[src/rtl/stack_param.sv]
// -----------------------------------------------------------------------------
// stack_param -- parameterised LIFO stack with registered pop output.
//
// Pushes write at the current fill level; pops return the top entry plus a
// constant increment (POP_INC) one cycle after the pop edge. A simultaneous
// push and pop replaces the top entry while popping the old one. Overflow
// and underflow are sticky until clear or reset.
//
// Ports:
//   i_clk        clock; all state changes on the rising edge
//   i_rst_n      asynchronous active-low reset
//   i_clear      synchronous flush of stack contents and error flags
//   i_push       push i_inpush this cycle
//   i_pop        pop the top entry this cycle
//   i_inpush     data to push (WIDTH bits)
//   o_outpop     registered popped value plus POP_INC (mod 2^WIDTH)
//   o_pop_valid  one-cycle pulse: o_outpop was updated by a successful pop
//   o_top        combinational current top entry, 0 when empty
//   o_count      registered number of valid entries (0..DEPTH)
//   o_full       o_count == DEPTH
//   o_empty      o_count == 0
//   o_overflow   sticky: push attempted while full
//   o_underflow  sticky: pop attempted while empty
// -----------------------------------------------------------------------------
module stack_param #(
  parameter int WIDTH   = 10,
  parameter int DEPTH   = 16,
  parameter int POP_INC = 1
) (
  input  logic                     i_clk,
  input  logic                     i_rst_n,
  input  logic                     i_clear,
  input  logic                     i_push,
  input  logic                     i_pop,
  input  logic [WIDTH-1:0]         i_inpush,
  output logic [WIDTH-1:0]         o_outpop,
  output logic                     o_pop_valid,
  output logic [WIDTH-1:0]         o_top,
  output logic [$clog2(DEPTH):0]   o_count,
  output logic                     o_full,
  output logic                     o_empty,
  output logic                     o_overflow,
  output logic                     o_underflow
);

  localparam int AW = $clog2(DEPTH);
  localparam int CW = AW + 1;
  localparam logic [WIDTH-1:0] INC = WIDTH'(POP_INC);

  // Storage is deliberately not reset; only the fill level and flags are.
  logic [WIDTH-1:0] r_mem [DEPTH];

  logic [CW-1:0]    r_count;
  logic [WIDTH-1:0] r_outpop;
  logic             r_pop_valid;
  logic             r_overflow;
  logic             r_underflow;

  logic             w_full;
  logic             w_empty;
  logic [AW-1:0]    w_top_idx;
  logic             w_wr_en;
  logic [AW-1:0]    w_wr_addr;

  assign w_full  = (r_count == CW'(DEPTH));
  assign w_empty = (r_count == '0);

  // Low AW bits of count minus one; when count == DEPTH the low bits are 0
  // and the subtraction wraps to DEPTH-1, which is the correct top index.
  assign w_top_idx = r_count[AW-1:0] - AW'(1);

  // Write port: push+pop on a non-empty stack replaces the top entry; a push
  // that is not dropped (including push+pop on empty) writes at index count.
  always_comb begin
    w_wr_en   = 1'b0;
    w_wr_addr = r_count[AW-1:0];
    if (!i_clear && i_push) begin
      if (i_pop && !w_empty) begin
        w_wr_en   = 1'b1;
        w_wr_addr = w_top_idx;
      end else if (!w_full) begin
        w_wr_en   = 1'b1;
      end
    end
  end

  // Writes while reset is held are harmless: count is forced to 0, so any
  // such entry is overwritten by a later push before it can become visible.
  always_ff @(posedge i_clk) begin
    if (w_wr_en) begin
      r_mem[w_wr_addr] <= i_inpush;
    end
  end

  always_ff @(posedge i_clk or negedge i_rst_n) begin
    if (!i_rst_n) begin
      r_count     <= '0;
      r_outpop    <= '0;
      r_pop_valid <= 1'b0;
      r_overflow  <= 1'b0;
      r_underflow <= 1'b0;
    end else if (i_clear) begin
      // outpop intentionally held across a clear
      r_count     <= '0;
      r_pop_valid <= 1'b0;
      r_overflow  <= 1'b0;
      r_underflow <= 1'b0;
    end else begin
      r_pop_valid <= 1'b0;
      case ({i_push, i_pop})
        2'b11: begin
          if (w_empty) begin
            r_count     <= CW'(1);
            r_underflow <= 1'b1;
          end else begin
            r_outpop    <= r_mem[w_top_idx] + INC;
            r_pop_valid <= 1'b1;
          end
        end
        2'b10: begin
          if (w_full) begin
            r_overflow <= 1'b1;
          end else begin
            r_count <= r_count + CW'(1);
          end
        end
        2'b01: begin
          if (w_empty) begin
            r_underflow <= 1'b1;
          end else begin
            r_outpop    <= r_mem[w_top_idx] + INC;
            r_pop_valid <= 1'b1;
            r_count     <= r_count - CW'(1);
          end
        end
        default: ;
      endcase
    end
  end

  assign o_outpop    = r_outpop;
  assign o_pop_valid = r_pop_valid;
  assign o_top       = w_empty ? '0 : r_mem[w_top_idx];
  assign o_count     = r_count;
  assign o_full      = w_full;
  assign o_empty     = w_empty;
  assign o_overflow  = r_overflow;
  assign o_underflow = r_underflow;

endmodule

[config.mk]
export PLATFORM = sky130hd
export DESIGN_NAME = stack_param
export DESIGN_NICKNAME = d
export VERILOG_FILES = /design/src/rtl/stack_param.sv
export SDC_FILE = /design/constraint.sdc
export NUM_CORES = 1
export LEC_CHECK = 0
export BUFFER_PORTS_ARGS = -buffer_cell sky130_fd_sc_hd__clkbuf_2
export CORE_MARGIN = 2
export CORE_UTILIZATION = 30
export DETAILED_ROUTE_END_ITERATION = 10
export PLACE_DENSITY_LB_ADDON = 0.25
export SYNTH_ARGS = -nofsm -noshare
export SYNTH_HDL_FRONTEND = slang
export SYNTH_SLANG_ARGS = --single-unit
[constraint.sdc]
create_clock -name i_clk -period 10.02 [get_ports i_clk]
set_clock_uncertainty 0.1 [all_clocks]
set_input_delay 1.503 -clock i_clk [delete_from_list [all_inputs] [get_ports i_clk]]
set_output_delay 1.503 -clock i_clk [all_outputs]
set_load 0.005 [all_outputs]
==> reports/metrics.cfg, run 1 <==
[status]
status = completed

[sta]
slew_headroom = 0.384
fin_crit_sh = 0.608
worst_slack_ns = 3.92
setup_tns_ns = 0
slew_violations = 0
fmax_mhz = 164
worst_pin_slew_ns = 0.919
setup_violations = 0
post-route-min-period_ns = 6.10
hold_slack_ns = 0.406
hold_violations = 0
rsz0062_at_grt = no

[power_and_ir_drop]
total_power_mw = 1.93
power.leakage_nw = 3.08
ir_drop_mv = 0.150
pwr_density_cell_nw_per_um2 = 214

[worst_setup_path]
critPathMaxFanout = 48
worstPathRequired_ns = 8.42
r2r_cells = 12
worst-setup-path-type = flip-flop to output pin
end_kind = output pin
ff2ff_setup_slack_ns = 5.39
setup.worst_path.start_class = flip-flop
worstPathArrival_ns = 4.49

[detailed_routing]
wl_mm = 17.1
drc = 0
postRouteAntennaNets = 0
drt_iter0_drc = 385
vias = 4170
via_per_inst = 4.91
firstDrtPassIters = 4
avgRoutedWirePerCell_um = 20.2

[clock_network]
cts-root-buf = clkbuf_16
numCtsBuffers = 17
clk_pin_slew_ns = 0.07
cts_setup_buffers = 0
htree_levels = 4
cts_tree = yes
ctsHoldBuffers = 0
cts.sink_count = 178
cts_resized = 0
clk_latency_ns = 0.43
clockBufferDepth = 2

[job]
drv_cap = 0

[floorplan]
rows = 58
io_pins = 45
start_util = 0.308
dieArea_um2 = 27300
die_y_um = 165
core_um2 = 25300
die_w_um = 165

[yosys]
ys.flop_type = edfxtp_1
avgSynthCellArea_um2 = 17.6
synth.top_cell.area_share = 0.616
synth_top_area_cell = edfxtp_1
synth_edf_count = 160
ys_ff_latch = 178
syn_area_um2 = 7790
syn_inst = 442
synth_async_sr_flop_share = 0.101
synth_fp_nets = 467
synth_seq_area_share = 0.674
yosys-top-cells-area = edfxtp_1 62%, mux4_2 11%, dfrtp_1 5.8%, nor2_1 2.2%, mux2i_1 2.1%
synth-warning-count = 0
ys_types = 56

[layout]
fillers = 2399
antennaDiodeCount = 0
syn_to_final_growth_pct = 15.5
design_area_um2 = 9000
multi_input_area_um2 = 2360
fin_nets = 532
final_common_cell = edfxtp_1
seqCellArea_um2 = 5260
drive_gt1_frac = 0.296
final_cell_mix = 160 x edfxtp_1, 46 x nor2_1, 44 x clkbuf_2

[placement]
post-place-ws_ns = 4.26
place_area_um2 = 8440
dp.final_hpwl_mm = 10.8
port_buffers = 44
gp_congestion = 0.792

[grt]
grt_pass1_vias = 4215
grt_pass1_wl_mm = 26.0
grt_max_degree = 57
grt_usage = 0.133
grt-ovfl-total = 0
antenna_found_initial = 1

[min_path]
hold_depth = 2
hold_path_class = flip-flop to flip-flop

metrics by stage:
step	cells	util
6_report	850	0.356
5_1_grt	850	0.356
4_1_cts	850	0.356
3_5_place_dp	818	0.333
3_3_place_gp	818	0.333
2_1_floorplan	442	-
cell usage after synthesis (2+ instances only):
library cell and instances:
edfxtp_1 160, nor2_1 46, mux4_2 38, a21oi_1 18
dfrtp_1 18, mux2i_1 16, nand2_1 15, nor3_1 13
ha_1 9, nand3_1 9, inv_1 7, xor2_1 7
buf_2 5, clkbuf_1 5, mux2_2 5, nor2b_1 5
xnor2_1 5, a31oi_1 4, buf_6 4, mux4_1 4
nand2b_1 3, nor4_1 3, a211oi_1 2, a21o_1 2
and3b_1 2, buf_12 2, mux2i_2 2, o2111a_1 2
o211ai_1 2, o21ai_0 2, xor2_4 2
worst max-delay path: stages, from the launching register on:
cell and delay [ns]:
dfrtp_2 0.34, buf_4 0.65, clkinv_1 0.56, ha_1 0.43
xor2_4 0.13, buf_4 0.49, mux4_1 0.62, mux4_2 0.54
nor2b_1 0.16, clkbuf_2 0.11
flip-flops by register name (all words and copies together), names as in the netlist:
signal and flops:
o_pop_valid 1, o_overflow 1, o_outpop 10, r_mem 160
o_count 5, o_underflow 1
report_power, final:
part	total [mW]	internal, mW	switching [mW]
logic	0.430	0.189	0.241
clock network	0.639	0.367	0.272
registers	0.862	0.843	0.0183
total	1.93	1.40	0.532
routing by layer:
layer  wire, µm  up-vias  global-route usage
met2       8230      112               0.217
li1           -     1881                   -
met1       7830     2160               0.179
met3        871       15              0.0315
met5         12        -                   0
met4        181        2              0.0368
final cells by class:
class,instances,share of cell area
clock buffers,19,0.0481
multi-input cells,237,0.262
inverters,8,0.00333
repair buffers,65,0.0420
flip-flops and latches,178,0.584
clock inverters,13,0.0149
well taps,330,0.0459
final timing paths:
path,end,startpoint
worst max-delay path,o_top[2],o_count[0]
worst min-delay path,o_underflow,o_underflow
worst max register to register,o_outpop[8],o_count[0]
worst min register to register,o_underflow,o_underflow
max in group asynchronous,o_count[0],i_rst_n
min in group asynchronous,o_count[4],i_rst_n
kinds of logic (layout without fill, tap and decap cells):
kind of cell	after synthesis	after routing	synth area share
compound gates	41	41	0.0385
xor+xnor	15	15	0.0226
fa+ha+maj	10	10	0.0170
buf+inv	27	105	0.0238
flops	178	178	0.674
mux	66	66	0.157
simple gates	105	105	0.0663
Note: power is estimated with default switching activity, not from simulation.
==> inputs of run 2 (changes only) <==
==> constraint.sdc (replaced) <==
create_clock -name i_clk -period 5.7 [get_ports i_clk]
set_clock_uncertainty 0.1 [all_clocks]
set_input_delay 0.855 -clock i_clk [delete_from_list [all_inputs] [get_ports i_clk]]
set_output_delay 0.855 -clock i_clk [all_outputs]
set_load 0.005 [all_outputs]
==> run 2 against run 1 <==
Net effect:
- die area unchanged
- via count about the same
- final cell count decreased by 0.12%
- critical path depth decreased by 2
- largest power group unchanged
==> reports/metrics.cfg, run 2 (synthesis results as in run 1) <==
[status]
status = completed

[worst_setup_path]
critPathMaxFanout = 37
setup.worst_path.start_class = flip-flop
ff2ff_setup_slack_ns = 1.67
r2r-start = o_count[0]
worstPathRequired_ns = 4.74
end_kind = output pin
worstPathArrival_ns = 3.68
startpoint = o_count[1]
path_cells = inv_1 -> ha_2 -> buf_4 -> mux4_1 -> mux4_2 -> nor2b_1 -> clkbuf_2
cpPeakStageDelay_ns = 0.99
slowest_stage = ha_2
worst-setup-path-type = flip-flop to output pin

[grt]
grt_max_degree = 48
antenna_found_initial = 0
grt_pass1_wl_mm = 26.4
grt-ovfl-total = 0
grt_usage = 0.135
grt_pass1_vias = 4331

[floorplan]
die_w_um = 165
rows = 58
start_util = 0.308
die_y_um = 165
core_um2 = 25300
io_pins = 45
dieArea_um2 = 27300

[layout]
regMostFlops = r_mem
final_common_cell = edfxtp_1
largest_register_ffs = 160
final_cell_mix = 160 x edfxtp_1, 46 x nor2_1, 44 x clkbuf_2
design_area_um2 = 9050
fin_nets = 531
drive_gt1_frac = 0.301
syn_to_final_growth_pct = 16.2
antennaDiodeCount = 0

[placement]
gp_congestion = 0.783
dp.final_hpwl_mm = 11.4
port_buffers = 44
post-place-ws_ns = 1.48
place_area_um2 = 8430

[detailed_routing]
wl_mm = 17.5
vias = 4174
avgRoutedWirePerCell_um = 20.6
drc = 0
via_per_inst = 4.92
drt_iter0_drc = 340
postRouteAntennaNets = 0
firstDrtPassIters = 4

[clock_network]
clk_pin_slew_ns = 0.07
cts_setup_buffers = 0
cts-root-buf = clkbuf_16
cts.sink_count = 178
cts_tree = yes
ctsHoldBuffers = 0
clk_latency_ns = 0.43
htree_levels = 4
numCtsBuffers = 17
clockBufferDepth = 2
cts_resized = 0

[min_path]
hold_path_class = input pin to asynchronous set/reset pin

[power_and_ir_drop]
pwr_density_cell_nw_per_um2 = 388
ir_drop_mv = 0.219
power.leakage_nw = 3.11
total_power_mw = 3.51

[sta]
post-route-min-period_ns = 4.63
setup_tns_ns = 0
hold_violations = 0
fmax_mhz = 216
rsz0062_at_grt = no
slew_violations = 0
slew_headroom = 0.112
setup_violations = 0
fin_crit_sh = 0.813
worst_slack_ns = 1.07
worst_pin_slew_ns = 1.33

[job]
drv_cap = 0

## run 2: worst max-delay path, delay by kind of cell (launching register included)
kind	cells	cell delay (ns)
fa+ha+maj	1	0.99
buf+inv	3	0.65
flops	1	0.54
mux	2	0.86
simple gates	1	0.16
## run 2: through the flow
step	hold slack [ns]	cells	utilization
global route	0.288	849	0.358
detailed placement	0.393	817	0.333
CTS	0.262	849	0.358
finish	0.266	849	0.358
global placement	0.382	817	0.333
floorplan	0.386	442	-
## run 2: final cells by class
type | count | area, µm²
Fill cell | 2369 | 16300
Clock inverter | 15 | 199
Inverter | 8 | 30.0
Tap cell | 330 | 413
Timing Repair Buffer | 64 | 370
Clock buffer | 17 | 425
Multi-Input combinational cell | 237 | 2360
Sequential cell | 178 | 5260
## run 2: final timing paths
check	end	depth (start not counted)
min	o_count[3]	1
max in group asynchronous	o_count[0]	1
max	o_top[2]	7
max reg2reg	r_mem[3][0]	9
min reg2reg	o_overflow	2
min in group i_clk	o_overflow	2
## run 2: layer usage
metal  part of all wire  vias up  global-route usage  wire length [µm]
met2               0.47      117               0.216              8180
met1               0.47     2162               0.184              8140
met4              0.016        0              0.0427               282
met3              0.049       14              0.0297               852
li1                   -     1881                   -                 -
met5                  0        -                   0                 0
## run 2: power breakdown
part | switching, mW | internal (mW) | total, mW
sequential | 0.0318 | 1.48 | 1.51
combinational | 0.434 | 0.338 | 0.771
clock | 0.522 | 0.705 | 1.23
total | 0.988 | 2.52 | 3.51
==> inputs of run 3 (changes only) <==
--- a/config.mk
+++ b/config.mk
@@ -5,6 +5,7 @@
 export SDC_FILE = /design/constraint.sdc
 export NUM_CORES = 1
 export LEC_CHECK = 0
+export ABC_AREA = 1
 export BUFFER_PORTS_ARGS = -buffer_cell sky130_fd_sc_hd__clkbuf_2
 export CORE_MARGIN = 2
 export CORE_UTILIZATION = 30
==> constraint.sdc (replaced) <==
create_clock -name i_clk -period 4.2 [get_ports i_clk]
set_clock_uncertainty 0.1 [all_clocks]
set_input_delay 0.63 -clock i_clk [delete_from_list [all_inputs] [get_ports i_clk]]
set_output_delay 0.63 -clock i_clk [all_outputs]
set_load 0.005 [all_outputs]
==> run 3 against run 2 <==
Net effect:
- core utilization fell by 0.74 points
- worst setup slack got worse by 0.63 ns
- via count increased by 26%
- count of clock-buffer cells in the layout grew 2
- global-route usage increased by 1.7 points
- hold slack worse by 0.22 ns
- non-clock buffer count fell by 1
- total power is 36% higher
- synthesized area decreased by 0.72%
- sequential power grew 36%
==> reports/metrics.cfg, run 3 <==
[yosys]
syn_area_um2 = 7740
avgSynthCellArea_um2 = 10.9
synth_fp_nets = 735
synth-warning-count = 0
synth_seq_area_share = 0.679
ys.flop_type = edfxtp_1
synth.top_cell.area_share = 0.621
synth_most_common_cell = nand2_1
yosys-top-cells-area = edfxtp_1 62%, nand2_1 8.5%, nand3_1 7.8%, dfrtp_1 5.8%, nor2_1 4.4%
ys_top_cells_by_count = 175 x nand2_1, 160 x edfxtp_1, 120 x nand3_1
synth_edf_count = 160
ys_ff_latch = 178
synth_async_sr_flop_share = 0.101
synth_top_area_cell = edfxtp_1
ys_types = 29
syn_inst = 710

[grt]
grt-ovfl-total = 0
grt_max_degree = 84
grt_pass1_vias = 5095
grt_pass1_wl_mm = 30.5
antenna_found_initial = 0
grt_usage = 0.152

[placement]
gp_congestion = 0.833
place_area_um2 = 8300
port_buffers = 44
dp.final_hpwl_mm = 12.6
post-place-ws_ns = 0.848
placed_cells = 1070

[layout]
regMostFlops = r_mem
final_common_cell = nand2_1
design_area_um2 = 8840
drive_gt1_frac = 0.137
largest_register_ffs = 160
fin_nets = 784
final_cell_mix = 175 x nand2_1, 160 x edfxtp_1, 120 x nand3_1
multi_input_area_um2 = 2140
antennaDiodeCount = 0
seqCellArea_um2 = 5260
syn_to_final_growth_pct = 14.3
instances_no_fill = 1102
fillers = 2520

[detailed_routing]
firstDrtPassIters = 5
drt_iter0_drc = 475
vias = 5239
avgRoutedWirePerCell_um = 17.9
via_per_inst = 4.75
wl_mm = 19.7
drc = 0
postRouteAntennaNets = 0

[job]
drv_cap = 0

[clock_network]
cts_tree = yes
clk_latency_ns = 0.44
cts-root-buf = clkbuf_16
clockBufferDepth = 2
htree_levels = 4
cts.sink_count = 178
clk_pin_slew_ns = 0.07
ctsHoldBuffers = 0
numCtsBuffers = 17
cts_setup_buffers = 0
cts_resized = 0

[worst_setup_path]
worst-setup-path-type = flip-flop to output pin
worstPathArrival_ns = 3.03
worstPathRequired_ns = 3.47
path_cells = inv_2 -> buf_4 -> ha_1 -> inv_1 -> nand2_1 -> nand2_1 -> buf_4 -> inv_1 -> buf_4 -> nand3_1 -> nand3_1 -> nand2_1 -> nor2_1 -> clkbuf_2
setup.worst_path.start_class = flip-flop
slowest_stage = dfrtp_2
critPathMaxFanout = 30
end_kind = output pin
cpPeakStageDelay_ns = 0.42

[power_and_ir_drop]
pwr_density_cell_nw_per_um2 = 540
power.leakage_nw = 3.38
ir_drop_mv = 0.241

[floorplan]
start_util = 0.306
core_um2 = 25300
die_y_um = 165
dieArea_um2 = 27100
die_w_um = 165
rows = 58
io_pins = 45

[sta]
setup_tns_ns = 0
worst_pin_slew_ns = 1.02
post-route-min-period_ns = 3.76
hold_violations = 0
fmax_mhz = 266
hold_slack_ns = 0.0436
slew_violations = 0
worst_slack_ns = 0.436
setup_violations = 0
slew_headroom = 0.314
rsz0062_at_grt = no
fin_crit_sh = 0.896

[min_path]
hold_path_class = input pin to asynchronous set/reset pin

[status]
status = completed

run 3: cell types whose count changed in the layout (fill, tap and decap cells not counted), sizes merged, moves of 13 or more:
cell and delta:
inv +23, mux4 -42, mux2i -19, nand2 +164, nor3 -13, nand3 +111
a21oi -15, nor2 +49, o21ai +40
run 3: cell families (layout without fill, tap and decap cells):
family / count (synthesis) / after routing / synth area share
buffers and inverters: 67 / 129 / 0.0445
adders and majority gates: 10 / 10 / 0.0171
and+or+nand+nor: 396 / 396 / 0.216
xor gates and xnor gates: 6 / 6 / 0.00679
AOI/OAI and AO/OA: 53 / 53 / 0.0365
DFF: 178 / 178 / 0.679
run 3: worst paths after layout:
check	startpoint	endpoint	slack, ns	depth (start not counted)
max	o_count[0]	o_top[9]	0.44	14
min	i_rst_n	o_count[2]	0.04	1
max reg2reg	o_count[0]	r_mem[3][3]	0.86	8
min reg2reg	o_outpop[7]	o_outpop[7]	0.38	2
max in group asynchronous	i_rst_n	o_count[0]	3.61	1
min in group i_clk	i_clear	o_overflow	0.29	2
run 3: final cells by class:
class,instances,share of cell area
Sequential cell,178,0.595
Multi-Input combinational cell,465,0.242
Clock buffer,19,0.0490
Tap cell,330,0.0467
Timing Repair Buffer,63,0.0410
Inverter,34,0.0144
Clock inverter,13,0.0125
run 3: worst max-delay path: cells and delay by family (launching register included):
family	cells	cell delay, ns
fa+ha+maj	1	0.22
buf+inv	7	1.14
flops	1	0.42
simple gates	6	0.78
run 3: per-stage QoR:
step / power [mW] / utilization
5_1_grt: 5.04 / 0.350
2_1_floorplan: 2.88 / -
3_5_place_dp: 3.33 / 0.329
6_report: 4.77 / 0.350
4_1_cts: 4.82 / 0.350
3_3_place_gp: 3.33 / 0.329
run 3: report_power, final:
group	internal [mW]	switching [mW]
clock network	0.815	0.682
registers	2.01	0.0369
logic	0.370	0.858
total	3.20	1.58
run 3: metal layers:
layer | part of all wire | global-route usage | vias up
met4 | 0.014 | 0.0419 | 0
met2 | 0.46 | 0.241 | 134
met3 | 0.046 | 0.0306 | 19
li1 | - | - | 2533
met1 | 0.48 | 0.213 | 2553
met5 | 0 | 0 | -
